## src/rtl/change_dispenser_if.sv

```systemverilog
// Payout request, restock and ejector/status signals of the change dispenser.
// The master side is the controller or testbench; the slave side is the dispenser.
interface change_dispenser_if;
    localparam int unsigned AMT_W = 5;
    localparam int unsigned CNT_W = 8;

    logic             req_valid;
    logic [AMT_W-1:0] req_amount;
    logic             req_ready;
    logic             load_nickel;
    logic             load_dime;
    logic             nickel_eject;
    logic             dime_eject;
    logic             busy;
    logic             done;
    logic [AMT_W-1:0] short_units;
    logic [CNT_W-1:0] nickel_count;
    logic [CNT_W-1:0] dime_count;

    modport master (
        output req_valid, req_amount, load_nickel, load_dime,
        input  req_ready, nickel_eject, dime_eject, busy, done,
               short_units, nickel_count, dime_count
    );

    modport slave (
        input  req_valid, req_amount, load_nickel, load_dime,
        output req_ready, nickel_eject, dime_eject, busy, done,
               short_units, nickel_count, dime_count
    );
endinterface

```

## src/rtl/change_dispenser.sv

```systemverilog
// Coin change dispenser: pays a nickel-unit amount using dimes first, then nickels,
// pulsing one solenoid at a time and tracking saturating coin inventories.
module change_dispenser #(
    parameter int unsigned PULSE_CYCLES = 4,
    parameter int unsigned GAP_CYCLES   = 2,
    parameter logic [7:0]  NICKEL_INIT  = 8'd20,
    parameter logic [7:0]  DIME_INIT    = 8'd20
) (
    input  logic                clock,
    input  logic                reset,
    change_dispenser_if.slave   bus
);
    localparam int unsigned AMT_W = 5;
    localparam int unsigned CNT_W = 8;
    localparam int unsigned TMR_W = 4;

    localparam logic [2:0] IDLE   = 3'd0;
    localparam logic [2:0] SELECT = 3'd1;
    localparam logic [2:0] PULSE  = 3'd2;
    localparam logic [2:0] GAP    = 3'd3;
    localparam logic [2:0] FINISH = 3'd4;

    localparam logic [TMR_W-1:0] PULSE_LAST = TMR_W'(PULSE_CYCLES - 1);
    localparam logic [TMR_W-1:0] GAP_LAST   = TMR_W'(GAP_CYCLES - 1);

    logic [2:0]       state, state_nxt;
    logic [AMT_W-1:0] remaining, remaining_nxt;
    logic [AMT_W-1:0] short_q, short_nxt;
    logic [TMR_W-1:0] tmr, tmr_nxt;
    logic             is_dime, is_dime_nxt;
    logic [CNT_W-1:0] nickel_q, nickel_nxt;
    logic [CNT_W-1:0] dime_q, dime_nxt;
    logic             nickel_dec, dime_dec;
    logic             nickel_eject_q, dime_eject_q, busy_q, done_q, ready_q;

    // Next-state, payout bookkeeping and inventory update
    always_comb begin
        state_nxt     = state;
        remaining_nxt = remaining;
        short_nxt     = short_q;
        tmr_nxt       = tmr;
        is_dime_nxt   = is_dime;
        nickel_dec    = 1'b0;
        dime_dec      = 1'b0;

        case (state)
            IDLE: begin
                if (bus.req_valid) begin
                    remaining_nxt = bus.req_amount;
                    short_nxt     = '0;
                    state_nxt     = SELECT;
                end
            end
            SELECT: begin
                tmr_nxt = '0;
                // Dimes only when they cannot overpay; never substitute a dime for one nickel
                if (remaining >= AMT_W'(2) && dime_q != '0) begin
                    dime_dec      = 1'b1;
                    is_dime_nxt   = 1'b1;
                    remaining_nxt = AMT_W'(remaining - AMT_W'(2));
                    state_nxt     = PULSE;
                end else if (remaining >= AMT_W'(1) && nickel_q != '0) begin
                    nickel_dec    = 1'b1;
                    is_dime_nxt   = 1'b0;
                    remaining_nxt = AMT_W'(remaining - AMT_W'(1));
                    state_nxt     = PULSE;
                end else begin
                    short_nxt = remaining;
                    state_nxt = FINISH;
                end
            end
            PULSE: begin
                if (tmr == PULSE_LAST) begin
                    tmr_nxt   = '0;
                    state_nxt = GAP;
                end else begin
                    tmr_nxt = TMR_W'(tmr + TMR_W'(1));
                end
            end
            GAP: begin
                if (tmr == GAP_LAST) begin
                    tmr_nxt   = '0;
                    state_nxt = SELECT;
                end else begin
                    tmr_nxt = TMR_W'(tmr + TMR_W'(1));
                end
            end
            FINISH:  state_nxt = IDLE;
            default: state_nxt = IDLE;
        endcase

        // Restock and payout in the same cycle cancel out
        case ({bus.load_nickel, nickel_dec})
            2'b10:   nickel_nxt = (nickel_q == '1) ? nickel_q : CNT_W'(nickel_q + CNT_W'(1));
            2'b01:   nickel_nxt = CNT_W'(nickel_q - CNT_W'(1));
            default: nickel_nxt = nickel_q;
        endcase

        case ({bus.load_dime, dime_dec})
            2'b10:   dime_nxt = (dime_q == '1) ? dime_q : CNT_W'(dime_q + CNT_W'(1));
            2'b01:   dime_nxt = CNT_W'(dime_q - CNT_W'(1));
            default: dime_nxt = dime_q;
        endcase
    end

    // State and registered outputs; status flags are decoded from the next state
    always_ff @(posedge clock or posedge reset) begin
        if (reset) begin
            state          <= IDLE;
            remaining      <= '0;
            short_q        <= '0;
            tmr            <= '0;
            is_dime        <= 1'b0;
            nickel_q       <= NICKEL_INIT;
            dime_q         <= DIME_INIT;
            nickel_eject_q <= 1'b0;
            dime_eject_q   <= 1'b0;
            busy_q         <= 1'b0;
            done_q         <= 1'b0;
            ready_q        <= 1'b1;
        end else begin
            state          <= state_nxt;
            remaining      <= remaining_nxt;
            short_q        <= short_nxt;
            tmr            <= tmr_nxt;
            is_dime        <= is_dime_nxt;
            nickel_q       <= nickel_nxt;
            dime_q         <= dime_nxt;
            nickel_eject_q <= (state_nxt == PULSE) && !is_dime_nxt;
            dime_eject_q   <= (state_nxt == PULSE) && is_dime_nxt;
            busy_q         <= (state_nxt != IDLE);
            done_q         <= (state_nxt == FINISH);
            ready_q        <= (state_nxt == IDLE);
        end
    end

    assign bus.req_ready    = ready_q;
    assign bus.nickel_eject = nickel_eject_q;
    assign bus.dime_eject   = dime_eject_q;
    assign bus.busy         = busy_q;
    assign bus.done         = done_q;
    assign bus.short_units  = short_q;
    assign bus.nickel_count = nickel_q;
    assign bus.dime_count   = dime_q;
endmodule

```

## src/flat_wrapper.sv

```systemverilog
// flat-port wrapper written by rule: the top's interface ports become plain ports
module change_dispenser_flat 
#(
    parameter int unsigned PULSE_CYCLES = 4,
    parameter int unsigned GAP_CYCLES   = 2,
    parameter logic [7:0]  NICKEL_INIT  = 8'd20,
    parameter logic [7:0]  DIME_INIT    = 8'd20
)
  (clock, reset, bus_req_valid, bus_req_amount, bus_load_nickel, bus_load_dime, bus_req_ready, bus_nickel_eject, bus_dime_eject, bus_busy, bus_done, bus_short_units, bus_nickel_count, bus_dime_count);
  change_dispenser_if bus_i ();
  input  logic clock;
  input  logic reset;
  input wire logic [$bits(bus_i.req_valid)-1:0] bus_req_valid;
  input wire logic [$bits(bus_i.req_amount)-1:0] bus_req_amount;
  input wire logic [$bits(bus_i.load_nickel)-1:0] bus_load_nickel;
  input wire logic [$bits(bus_i.load_dime)-1:0] bus_load_dime;
  output wire logic [$bits(bus_i.req_ready)-1:0] bus_req_ready;
  output wire logic [$bits(bus_i.nickel_eject)-1:0] bus_nickel_eject;
  output wire logic [$bits(bus_i.dime_eject)-1:0] bus_dime_eject;
  output wire logic [$bits(bus_i.busy)-1:0] bus_busy;
  output wire logic [$bits(bus_i.done)-1:0] bus_done;
  output wire logic [$bits(bus_i.short_units)-1:0] bus_short_units;
  output wire logic [$bits(bus_i.nickel_count)-1:0] bus_nickel_count;
  output wire logic [$bits(bus_i.dime_count)-1:0] bus_dime_count;
  assign bus_i.req_valid = bus_req_valid;
  assign bus_i.req_amount = bus_req_amount;
  assign bus_i.load_nickel = bus_load_nickel;
  assign bus_i.load_dime = bus_load_dime;
  assign bus_req_ready = bus_i.req_ready;
  assign bus_nickel_eject = bus_i.nickel_eject;
  assign bus_dime_eject = bus_i.dime_eject;
  assign bus_busy = bus_i.busy;
  assign bus_done = bus_i.done;
  assign bus_short_units = bus_i.short_units;
  assign bus_nickel_count = bus_i.nickel_count;
  assign bus_dime_count = bus_i.dime_count;
  change_dispenser #(.PULSE_CYCLES(PULSE_CYCLES), .GAP_CYCLES(GAP_CYCLES), .NICKEL_INIT(NICKEL_INIT), .DIME_INIT(DIME_INIT)) u_core (.clock(clock), .reset(reset), .bus(bus_i));
endmodule
```

## config.mk

```make
export PLATFORM = sky130hd
export DESIGN_NAME = change_dispenser_flat
export DESIGN_NICKNAME = d
export VERILOG_FILES = /design/src/rtl/change_dispenser_if.sv /design/src/rtl/change_dispenser.sv /design/src/flat_wrapper.sv
export SDC_FILE = /design/constraint.sdc
export NUM_CORES = 1
export LEC_CHECK = 0
export BUFFER_PORTS_ARGS = -buffer_cell sky130_fd_sc_hd__buf_2
export CAP_MARGIN = 20
export CORE_ASPECT_RATIO = 0.9
export CORE_UTILIZATION = 50
export CTS_BUF_LIST = sky130_fd_sc_hd__clkbuf_4
export DETAILED_ROUTE_END_ITERATION = 6
export PLACE_DENSITY = 0.77
export SETUP_SLACK_MARGIN = 0.3
export SYNTH_ARGS = -nofsm -noshare
export SYNTH_HDL_FRONTEND = slang
export SYNTH_SLANG_ARGS = --single-unit
```

## constraint.sdc

```tcl
create_clock -name clock -period 3.15 [get_ports clock]
set_clock_uncertainty 0.05 [all_clocks]
set_input_delay 0.63 -clock clock [delete_from_list [all_inputs] [get_ports clock]]
set_output_delay 0.63 -clock clock [all_outputs]
set_load 0.1 [all_outputs]
```

==> metrics.md, run 1 <==
| Metric | Value |
|---|---|
| Initial Util | 0.5292 |
| Drt wl/cell | 14.67 um |
| CP startpoint kind | flop |
| Sink Count | 39 |
| # IOs | 36 |
| Area leader, netlist | dfrtp_1 |
| Seq cells post-synth | 39 |
| Syn Nets | 276 |
| Unrepaired setup endpoints after global routing | yes |
| Die width | 74.90 um |
| Overflow after GRT | 0 |
| Final HPWL DP | 3578 um |
| Synth area leaders | dfrtp_1, ha_1, dfstp_2 |
| Htree depth | 2 |
| Register cell area after layout | 1023 um2 |
| CTS Root Cell | clkbuf_4 |
| Synth Area per Inst | 9.564 um2 |
| Routed vias | 2066 |
| Final hold violation count | 0 |
| Fmax | 338.2 MHz |
| Initial antenna violation count | 0 |
| Register area share after synthesis | 0.4108 |
| Pin slew with the least headroom to its limit | 927.3 ps |
| Area of the multi-input gates | 1403 um2 |
| Ys async rst share | 1.000 |
| Site row count | 23 |
| All-Layer GR Usage | 0.2208 |
| Largest net degree at the start of global routing | 25 |
| EDFF count, synth | 0 |
| CTS tree | done |
| Post-route ant nets | 0 |
| Period utilization | 0.9385 |
| First-pass GRT wire length | 8259 um |
| Tmin final | 2956 ps |
| Clock Latency Late Sink | 370 ps |
| Kind of critical path | flop to flop |
| Core area | 4518 um2 |
| DRC Markers | 0 |
| Final setup fails | 0 |
| Crit path DAT | 3170 ps |
| Clock Tree Buf Depth | 2 |
| Crit-path max FO | 6 |
| Slew headroom | 0.3811 |
| # fillers | 374 |
| Port Buffers | 35 |
| Yosys top cell area share | 0.3558 |
| Netlist cell types | 54 |
| Slew Limit Fails | 0 |
| Mapped cell area | 2391 um2 |
| Total of max-cap violations | 0 |
| Vias in the first global route | 1791 |
| Dominant cell by count in the synthesized netlist | dfrtp_1 |
| Final WL | 5327 um |
| Worst Hold Class | input pin to async pin |
| Synth warn | 0 |
| Syn Inst Count | 250 |
| Worst-path clk slew | 120 ps |
| Drt initial violations | 146 |
| P&R area growth vs syn | 21.93% |
| Post-synth top flop | dfrtp_1 |
| Total Die Area | 5063 um2 |
| Antenna Cells | 0 |
| GP Congestion | 0.8929 |
| Die Height | 67.61 um |
| Nets | 326 |
| Status | finished clean |
| Vias per cell | 5.691 |
| Critical Path RT | 3360 ps |
| Share of cells above drive strength 1 | 0.3555 |
| First-pass DRT Iterations | 4 |
| CP Capture Type | flop |
| Synth cell count leaders | dfrtp_1, nand2_1, inv_1 |
| Inserted Clock Buffers | 5 |
| Setup TNS | 0 ps |
| Post-CTS Hold Buffers | 0 |
==> kinds of logic after synthesis <==
logic type | share of synthesized area
adder cells (fa/ha/maj) | 0.08687
buffers and inverters | 0.04081
AND/OR/NAND/NOR | 0.1926
AO/OA/AOI/OAI | 0.1716
flip-flops | 0.4108
multiplexers | 0.04605
XOR/XNOR | 0.05128
==> worst max-delay path, stage by stage, from the launching register on <==
cell     delay (ps)
dfrtp_1         420
inv_2           140
ha_1            160
inv_1            40
o311a_1         380
or4_4           520
nor2_4          110
xor2_2           60
ha_2            210
nor4_1          260
and3_1          280
a32oi_1          90
xnor2_1         140
==> metal layers <==
layer / GRT usage / up-vias / wire (um)
met1: 0.3049 / 990 / 2496
met3: 0.06567 / 9 / 266
met5: 0 / - / 0
met2: 0.3266 / 68 / 2474
met4: 0.08019 / 0 / 90
li1: - / 999 / -
==> cell usage in the layout, fill, tap and decap left out, types with 3 or more instances in the layout <==
cell type	n
buf_2	35
dfrtp_1	21
nand2_1	19
o21ai_0	17
inv_1	16
nor2_1	14
buf_4	14
nand3_1	13
ha_1	12
a21oi_1	10
xnor2_1	9
dfrtp_2	9
mux2_2	8
clkbuf_4	6
a21oi_2	4
xor2_1	4
a21o_1	4
a31oi_1	4
dfrtp_4	4
dfstp_4	4
or4_4	3
or3_1	3
nand2b_1	3
nor2b_1	3
and3_1	3
and2_1	3
nand4_1	3
o211ai_1	3
==> area by class of cell <==
type                            count  share of cell area
Multi-Input combinational cell    186              0.4811
Sequential cell                    39              0.3511
Tap cell                           62             0.02661
Clock inverter                      2            0.002575
Timing Repair Buffer               50              0.1000
Inverter                           18             0.02318
Clock buffer                        6             0.01545
==> state kept, by name, summed over array words and instances, names as in the netlist <==
| name | count |
|---|---|
| u_core.bus.short_units | 5 |
| u_core.bus.req_ready | 1 |
| u_core.bus.dime_eject | 1 |
| u_core.is_dime | 1 |
| u_core.remaining | 5 |
| u_core.bus.busy | 1 |
| u_core.bus.nickel_count | 8 |
| u_core.bus.nickel_eject | 1 |
| u_core.bus.done | 1 |
| u_core.bus.dime_count | 8 |
| u_core.tmr | 4 |
| u_core.state | 3 |
==> metrics by stage <==
stage / instances / setup slack, ps / instance area (um2) / hold WS [ps] / util
after floorplan: 250 / 240.0 / 2481 / 407.2 / -
after global placement: 343 / 183.3 / 2714 / 436.7 / 0.6007
after detailed placement: 343 / 66.41 / 2714 / 425.7 / 0.6007
after CTS: 354 / 302.2 / 2798 / 414.2 / 0.6192
after global routing: 363 / 74.53 / 2915 / 454.0 / 0.6453
final: 363 / 193.6 / 2915 / 397.0 / 0.6453
==> worst paths after layout <==
path                                      from                         end  slack [ps]  cells past startpoint
min in group clock           bus_req_amount[0]         u_core.remaining[0]         440                      3
max in group asynchronous                reset    u_core.bus.dime_count[5]        1910                      3
hold reg to reg                 u_core.is_dime              u_core.is_dime         460                      2
setup / recovery           u_core.remaining[1]  u_core.bus.nickel_count[6]         190                     12
setup reg to reg           u_core.remaining[1]  u_core.bus.nickel_count[6]         190                     12
hold / removal                           reset  u_core.bus.nickel_count[7]         400                      2
==> what timing repair did <==
| item | CTS | global route |
|---|---|---|
| gates resized for setup | 3 | 10 |
| setup endpoints to repair | 6 | 9 |
| setup buffers | 3 | 9 |
| pin swaps | 2 | 8 |
Power of run 1 is left out: the tool's default activity adds up to more than one toggle a clock period on the data nets, which glitch-free logic cannot reach.
==> inputs of run 2 (changes only) <==
--- a/config.mk
+++ b/config.mk
@@ -7,5 +7,4 @@
 export LEC_CHECK = 0
 export BUFFER_PORTS_ARGS = -buffer_cell sky130_fd_sc_hd__buf_2
-export CAP_MARGIN = 20
 export CORE_ASPECT_RATIO = 0.9
 export CORE_UTILIZATION = 50
==> constraint.sdc (replaced) <==
create_clock -name clock -period 3.15 [get_ports clock]
set_clock_uncertainty 0.05 [all_clocks]
set_input_delay 0.4725 -clock clock [delete_from_list [all_inputs] [get_ports clock]]
set_output_delay 0.4725 -clock clock [all_outputs]
set_load 0.1 [all_outputs]
==> metrics.md, run 2 (synthesis gave the netlist of run 1 again) <==
| Metric | Value |
|---|---|
| Fmax | 346.7 MHz (+2.5%) |
| Initial Util | 0.5292 (unchanged) |
| Unrepaired setup endpoints after global routing | yes |
| Htree depth | 2 (unchanged) |
| Cell mode on critical path | ha_4 |
| P&R area growth vs syn | 28.10% |
| Worst-path clk slew | 120 ps (about the same) |
| Clock Tree Buf Depth | 2 (unchanged) |
| Final hold violation count | 0 (unchanged) |
| Site row count | 23 (unchanged) |
| Fin worst setup slack | 265.3 ps (+71.72 ps) |
| Total Die Area | 5063 um2 (unchanged) |
| Die Height | 67.61 um (unchanged) |
| Final Util | 0.6779 (+0.03268) |
| Total of max-cap violations | 0 (unchanged) |
| Cell Chain, Critical Path | inv_2 > ha_4 > nor3b_4 > a22oi_2 > nand2_2 > nor2_4 > buf_6 > ha_4 > and3_4 > a21oi_4 > a31oi_2 > nor3_1 > a21oi_1 > xnor2_1 |
| First-pass DRT Iterations | 4 (unchanged) |
| Min Hold Slack | 170.5 ps (-226.5 ps) |
| CTS tree | done |
| Drt initial violations | 162 (+11%) |
| CP startpoint kind | flop |
| Port Buffers | 35 (unchanged) |
| Largest net degree at the start of global routing | 40 (+60%) |
| Period utilization | 0.9158 (-0.02277) |
| Worst Hold Class | input pin to async pin |
| Sink Count | 39 (unchanged) |
| Post-route ant nets | 0 (unchanged) |
| Vias in the first global route | 1847 (+3.1%) |
| Routed vias | 2112 (+2.2%) |
| Most common cell after layout, fill and taps aside | buf_2 |
| Largest stage delay on the critical path | 380 ps (-140 ps) |
| Nets | 329 (+0.92%) |
| Critical path's slowest cell | dfrtp_1 |
| Drt wl/cell | 15.96 um (+8.8%) |
| Vias per cell | 5.770 (+1.4%) |
| Most frequent cells in the layout | buf_2, dfrtp_1, nand2_1, o21ai_0, buf_4 |
| Pin slew with the least headroom to its limit | 622.5 ps (-304.8 ps) |
| Share of cells above drive strength 1 | 0.4046 (+0.04912) |
| Tmin final | 2885 ps (-71.72 ps) |
| Setup TNS | 0 ps (unchanged) |
| Crit-path max FO | 6 (unchanged) |
| Core area | 4518 um2 (unchanged) |
| CTS Root Cell | clkbuf_4 |
| Status | finished clean |
| Inserted Clock Buffers | 5 (unchanged) |
| First-pass GRT wire length | 8480 um (+2.7%) |
| All-Layer GR Usage | 0.2210 (about the same) |
| Final HPWL DP | 3549 um (-0.83%) |
| Die width | 74.90 um (unchanged) |
| Clock Latency Late Sink | 350 ps (-20 ps) |
| Post-CTS Hold Buffers | 0 (unchanged) |
| Slew headroom | 0.5835 (+0.2023) |
| Overflow after GRT | 0 (unchanged) |
| DRC Markers | 0 (unchanged) |
| GP Congestion | 0.8491 (-4.9%) |
| Antenna Cells | 0 (unchanged) |
| CP top delay family | simple AND/OR/NAND/NOR gates |
| Pre-CTS setup slack | 55.06 ps (-11.34 ps) |
| Final WL | 5843 um (+9.7%) |
| # IOs | 36 (unchanged) |
| Slew Limit Fails | 0 (unchanged) |
| Crit path DAT | 3100 ps (-70 ps) |
| Reg2Reg Setup Slack | 270 ps (+70 ps) |
| CP Capture Type | flop |
| Worst Path Buf+Inv | 2 (unchanged) |
| Initial antenna violation count | 0 (unchanged) |
| Kind of critical path | flop to flop |
| Final setup fails | 0 (unchanged) |
| Critical Path RT | 3370 ps (about the same) |
## run 2: what timing repair did
action / in CTS / in global routing
gates resized for setup: 3 / 30
pin swaps: 2 / 18
setup endpoints to repair: 8 / 7
buffers inserted: 6 / 9
## run 2: layout make-up
class / count / area [um2]
timing repair buffer: 53 / 317.8
fill: 335 / 1455
sequential: 39 / 1023
tap: 62 / 77.57
inverter: 18 / 67.56
multi-input combinational: 186 / 1524
clock inverter: 3 / 15.01
clock buffer: 5 / 37.54
## run 2: worst min-delay path, stage by stage
cell and delay (ps):
buf_2 100, inv_1 40, buf_4 420
## run 2: layer usage
| metal | track usage | wire length [um] | vias to the layer above |
|---|---|---|---|
| met3 | 0.04179 | 235 | 11 |
| li1 | - | - | 1008 |
| met1 | 0.3073 | 2630 | 1033 |
| met2 | 0.3457 | 2868 | 60 |
| met5 | 0 | 0 | - |
| met4 | 0.07311 | 108 | 0 |
## run 2: metrics by stage
step,std cells,instance area [um2]
2_1_floorplan,250,2481
3_3_place_gp,343,2714
3_5_place_dp,343,2714
4_1_cts,357,2821
5_1_grt,366,3063
6_report,366,3063
## run 2: final timing paths
path,from,endpoint,depth (start not counted)
worst max-delay path,u_core.remaining[1],u_core.bus.dime_count[7],14
min in group clock,bus_req_amount[0],u_core.remaining[0],3
worst min-delay path,reset,u_core.tmr[0],3
worst min register to register,u_core.bus.nickel_count[5],u_core.bus.nickel_count[5],1
max in group asynchronous,reset,u_core.bus.dime_count[5],3
worst max register to register,u_core.remaining[1],u_core.bus.dime_count[7],14
Power of run 2 is left out for the same reason.
==> inputs of run 3 (changes only) <==
--- a/config.mk
+++ b/config.mk
@@ -6,4 +6,5 @@
 export NUM_CORES = 1
 export LEC_CHECK = 0
+export ABC_CLOCK_PERIOD_IN_PS = 3300
 export BUFFER_PORTS_ARGS = -buffer_cell sky130_fd_sc_hd__buf_2
 export CORE_ASPECT_RATIO = 0.9
@@ -11,5 +12,5 @@
 export CTS_BUF_LIST = sky130_fd_sc_hd__clkbuf_4
 export DETAILED_ROUTE_END_ITERATION = 6
-export PLACE_DENSITY = 0.77
+export PLACE_DENSITY = 0.74
 export SETUP_SLACK_MARGIN = 0.3
 export SYNTH_ARGS = -nofsm -noshare
==> constraint.sdc (replaced) <==
create_clock -name clock -period 3.3 [get_ports clock]
set_clock_uncertainty 0.05 [all_clocks]
set_input_delay 0.825 -clock clock [delete_from_list [all_inputs] [get_ports clock]]
set_output_delay 0.825 -clock clock [all_outputs]
set_load 0.1 [all_outputs]
==> metrics.md, run 3 (synthesis gave the netlist of run 1 again) <==
| Metric | Value |
|---|---|
| Status | finished clean |
| Clock Latency Late Sink | 350 ps (about the same) |
| Worst Hold Class | flop to flop |
| Most common cell after layout, fill and taps aside | buf_2 |
| Cell Chain, Critical Path | inv_2 > ha_2 > nand2b_1 > a22oi_2 > nand2_2 > nor2_4 > buf_6 > ha_1 > and3_1 > a21oi_2 > a31oi_2 > nor3_2 > a21oi_1 > xnor2_1 |
| Critical path's slowest cell | dfrtp_2 |
| Share of cells above drive strength 1 | 0.3721 (-0.03251) |
| Unrepaired setup endpoints after global routing | yes |
| Initial antenna violation count | 0 (unchanged) |
| Core area | 4518 um2 (unchanged) |
| Die width | 74.90 um (unchanged) |
| Total of max-cap violations | 0 (unchanged) |
| Final hold violation count | 0 (unchanged) |
| Slew Limit Fails | 0 (unchanged) |
| End of the worst register-to-register path | u_core.bus.dime_count[7] |
| Slew headroom | 0.6244 (+0.04095) |
| Drt wl/cell | 14.98 um (-6.2%) |
| Reg2Reg Setup Slack | 300 ps (+30 ps) |
| Die Height | 67.61 um (unchanged) |
| Largest net degree at the start of global routing | 40 (unchanged) |
| CTS tree | done |
| Vias per cell | 5.656 (-2.0%) |
| Crit path DAT | 3200 ps (+100 ps) |
| First-pass GRT wire length | 8452 um (-0.33%) |
| CP startpoint kind | flop |
| Final setup fails | 0 (unchanged) |
| Crit-path max FO | 7 (+1) |
| Routed vias | 2053 (-2.8%) |
| Min Hold Slack | 462.9 ps (+292.4 ps) |
| Worst Path Buf+Inv | 2 (unchanged) |
| CP top delay family | simple AND/OR/NAND/NOR gates |
| Nets | 326 (-0.91%) |
| Tmin final | 3001 ps (+116.7 ps) |
| Sink Count | 39 (unchanged) |
| Worst-path clk slew | 120 ps (about the same) |
| Most frequent cells in the layout | buf_2, dfrtp_1, nand2_1, o21ai_0, inv_1 |
| Final Cell Area | 2938 um2 (-4.1%) |
| CTS Root Cell | clkbuf_4 |
| Non-filler cells, final | 363 (-0.82%) |
| Post-route ant nets | 0 (unchanged) |
| Setup TNS | 0 ps (unchanged) |
| Antenna Cells | 0 (unchanged) |
| Final HPWL DP | 3492 um (-1.6%) |
| P&R area growth vs syn | 22.87% |
| Fmax | 333.2 MHz (-3.9%) |
| Overflow after GRT | 0 (unchanged) |
| First-pass DRT Iterations | 4 (unchanged) |
| Vias in the first global route | 1842 (-0.27%) |
| Total Die Area | 5063 um2 (unchanged) |
| Htree depth | 2 (unchanged) |
| Period utilization | 0.9095 (-0.006274) |
| Worst reg2reg path depth | 14 (unchanged) |
| # IOs | 36 (unchanged) |
| Largest stage delay on the critical path | 480 ps (+100 ps) |
| Drt initial violations | 140 (-14%) |
| CP Capture Type | flop |
| Stages on the worst setup path | 14 (unchanged) |
| Clock Tree Buf Depth | 2 (unchanged) |
| Dpl cells | 342 (-0.29%) |
| Initial Util | 0.5292 (unchanged) |
| Port Buffers | 35 (unchanged) |
| Critical Path RT | 3500 ps (+130 ps) |
| Crit path to | u_core.bus.dime_count[7] |
| DRC Markers | 0 (unchanged) |
| Worst Setup SP | u_core.remaining[0] |
| Placed inst area | 2663 um2 (-1.9%) |
| Kind of critical path | flop to flop |
| FF-to-FF Start | u_core.remaining[0] |
| All-Layer GR Usage | 0.2219 (+0.0008859) |
| Site row count | 23 (unchanged) |
| Pin slew with the least headroom to its limit | 561.3 ps (-61.20 ps) |
| Post-CTS Hold Buffers | 0 (unchanged) |
| Inserted Clock Buffers | 5 (unchanged) |
| GP Congestion | 0.8913 (+5.0%) |
| Final WL | 5438 um (-6.9%) |
-- run 3: worst min-delay path by stage --
stage,cells past startpoint,end,from,slack [ps]
global route,1,u_core.bus.nickel_count[5],u_core.bus.nickel_count[5],490
global placement,2,u_core.is_dime,u_core.is_dime,440
floorplan,2,u_core.is_dime,u_core.is_dime,410
finish,1,u_core.bus.nickel_count[5],u_core.bus.nickel_count[5],460
detailed placement,2,u_core.is_dime,u_core.is_dime,430
CTS,2,u_core.is_dime,u_core.is_dime,460
-- run 3: final cells by class --
type                            instances  area [um2]
Clock buffer                            6       45.04
Clock inverter                          2       12.51
Fill cell                             382        1580
Inverter                               18       67.56
Multi-Input combinational cell        186        1428
Sequential cell                        39        1012
Tap cell                               62       77.57
Timing Repair Buffer                   50       295.3
-- run 3: what timing repair did --
action / CTS / global route
setup endpoints to repair: 6 / 6
pin swaps: 4 / 7
resized for setup: 4 / 21
buffers inserted: 5 / 8
-- run 3: stage by stage --
stage | utilization | setup WS, ps
6_report | 0.6502 | 298.6
5_1_grt | 0.6502 | 130.9
4_1_cts | 0.6134 | 321.1
3_5_place_dp | 0.5893 | 36.56
3_3_place_gp | 0.5893 | 203.5
2_1_floorplan | - | 288.9
-- run 3: per-layer routing --
layer / share of wire / vias to the layer above / GRT usage / wire, um
li1: - / 1008 / - / -
met1: 0.46 / 978 / 0.3023 / 2504
met4: 0.022 / 0 / 0.07311 / 119
met2: 0.48 / 55 / 0.3559 / 2615
met3: 0.036 / 12 / 0.04030 / 198
met5: 0 / - / 0 / 0
-- run 3: worst register-to-register path: stages (launching register included) --
cell      delay, ps
dfrtp_2         480
inv_2            80
ha_2            180
nand2b_1         90
a22oi_2         280
nand2_2         130
nor2_4          230
buf_6           130
ha_1            260
and3_1          190
a21oi_2         160
a31oi_2         140
nor3_2          240
a21oi_1         110
xnor2_1         140
Power of run 3 is left out for the same reason.
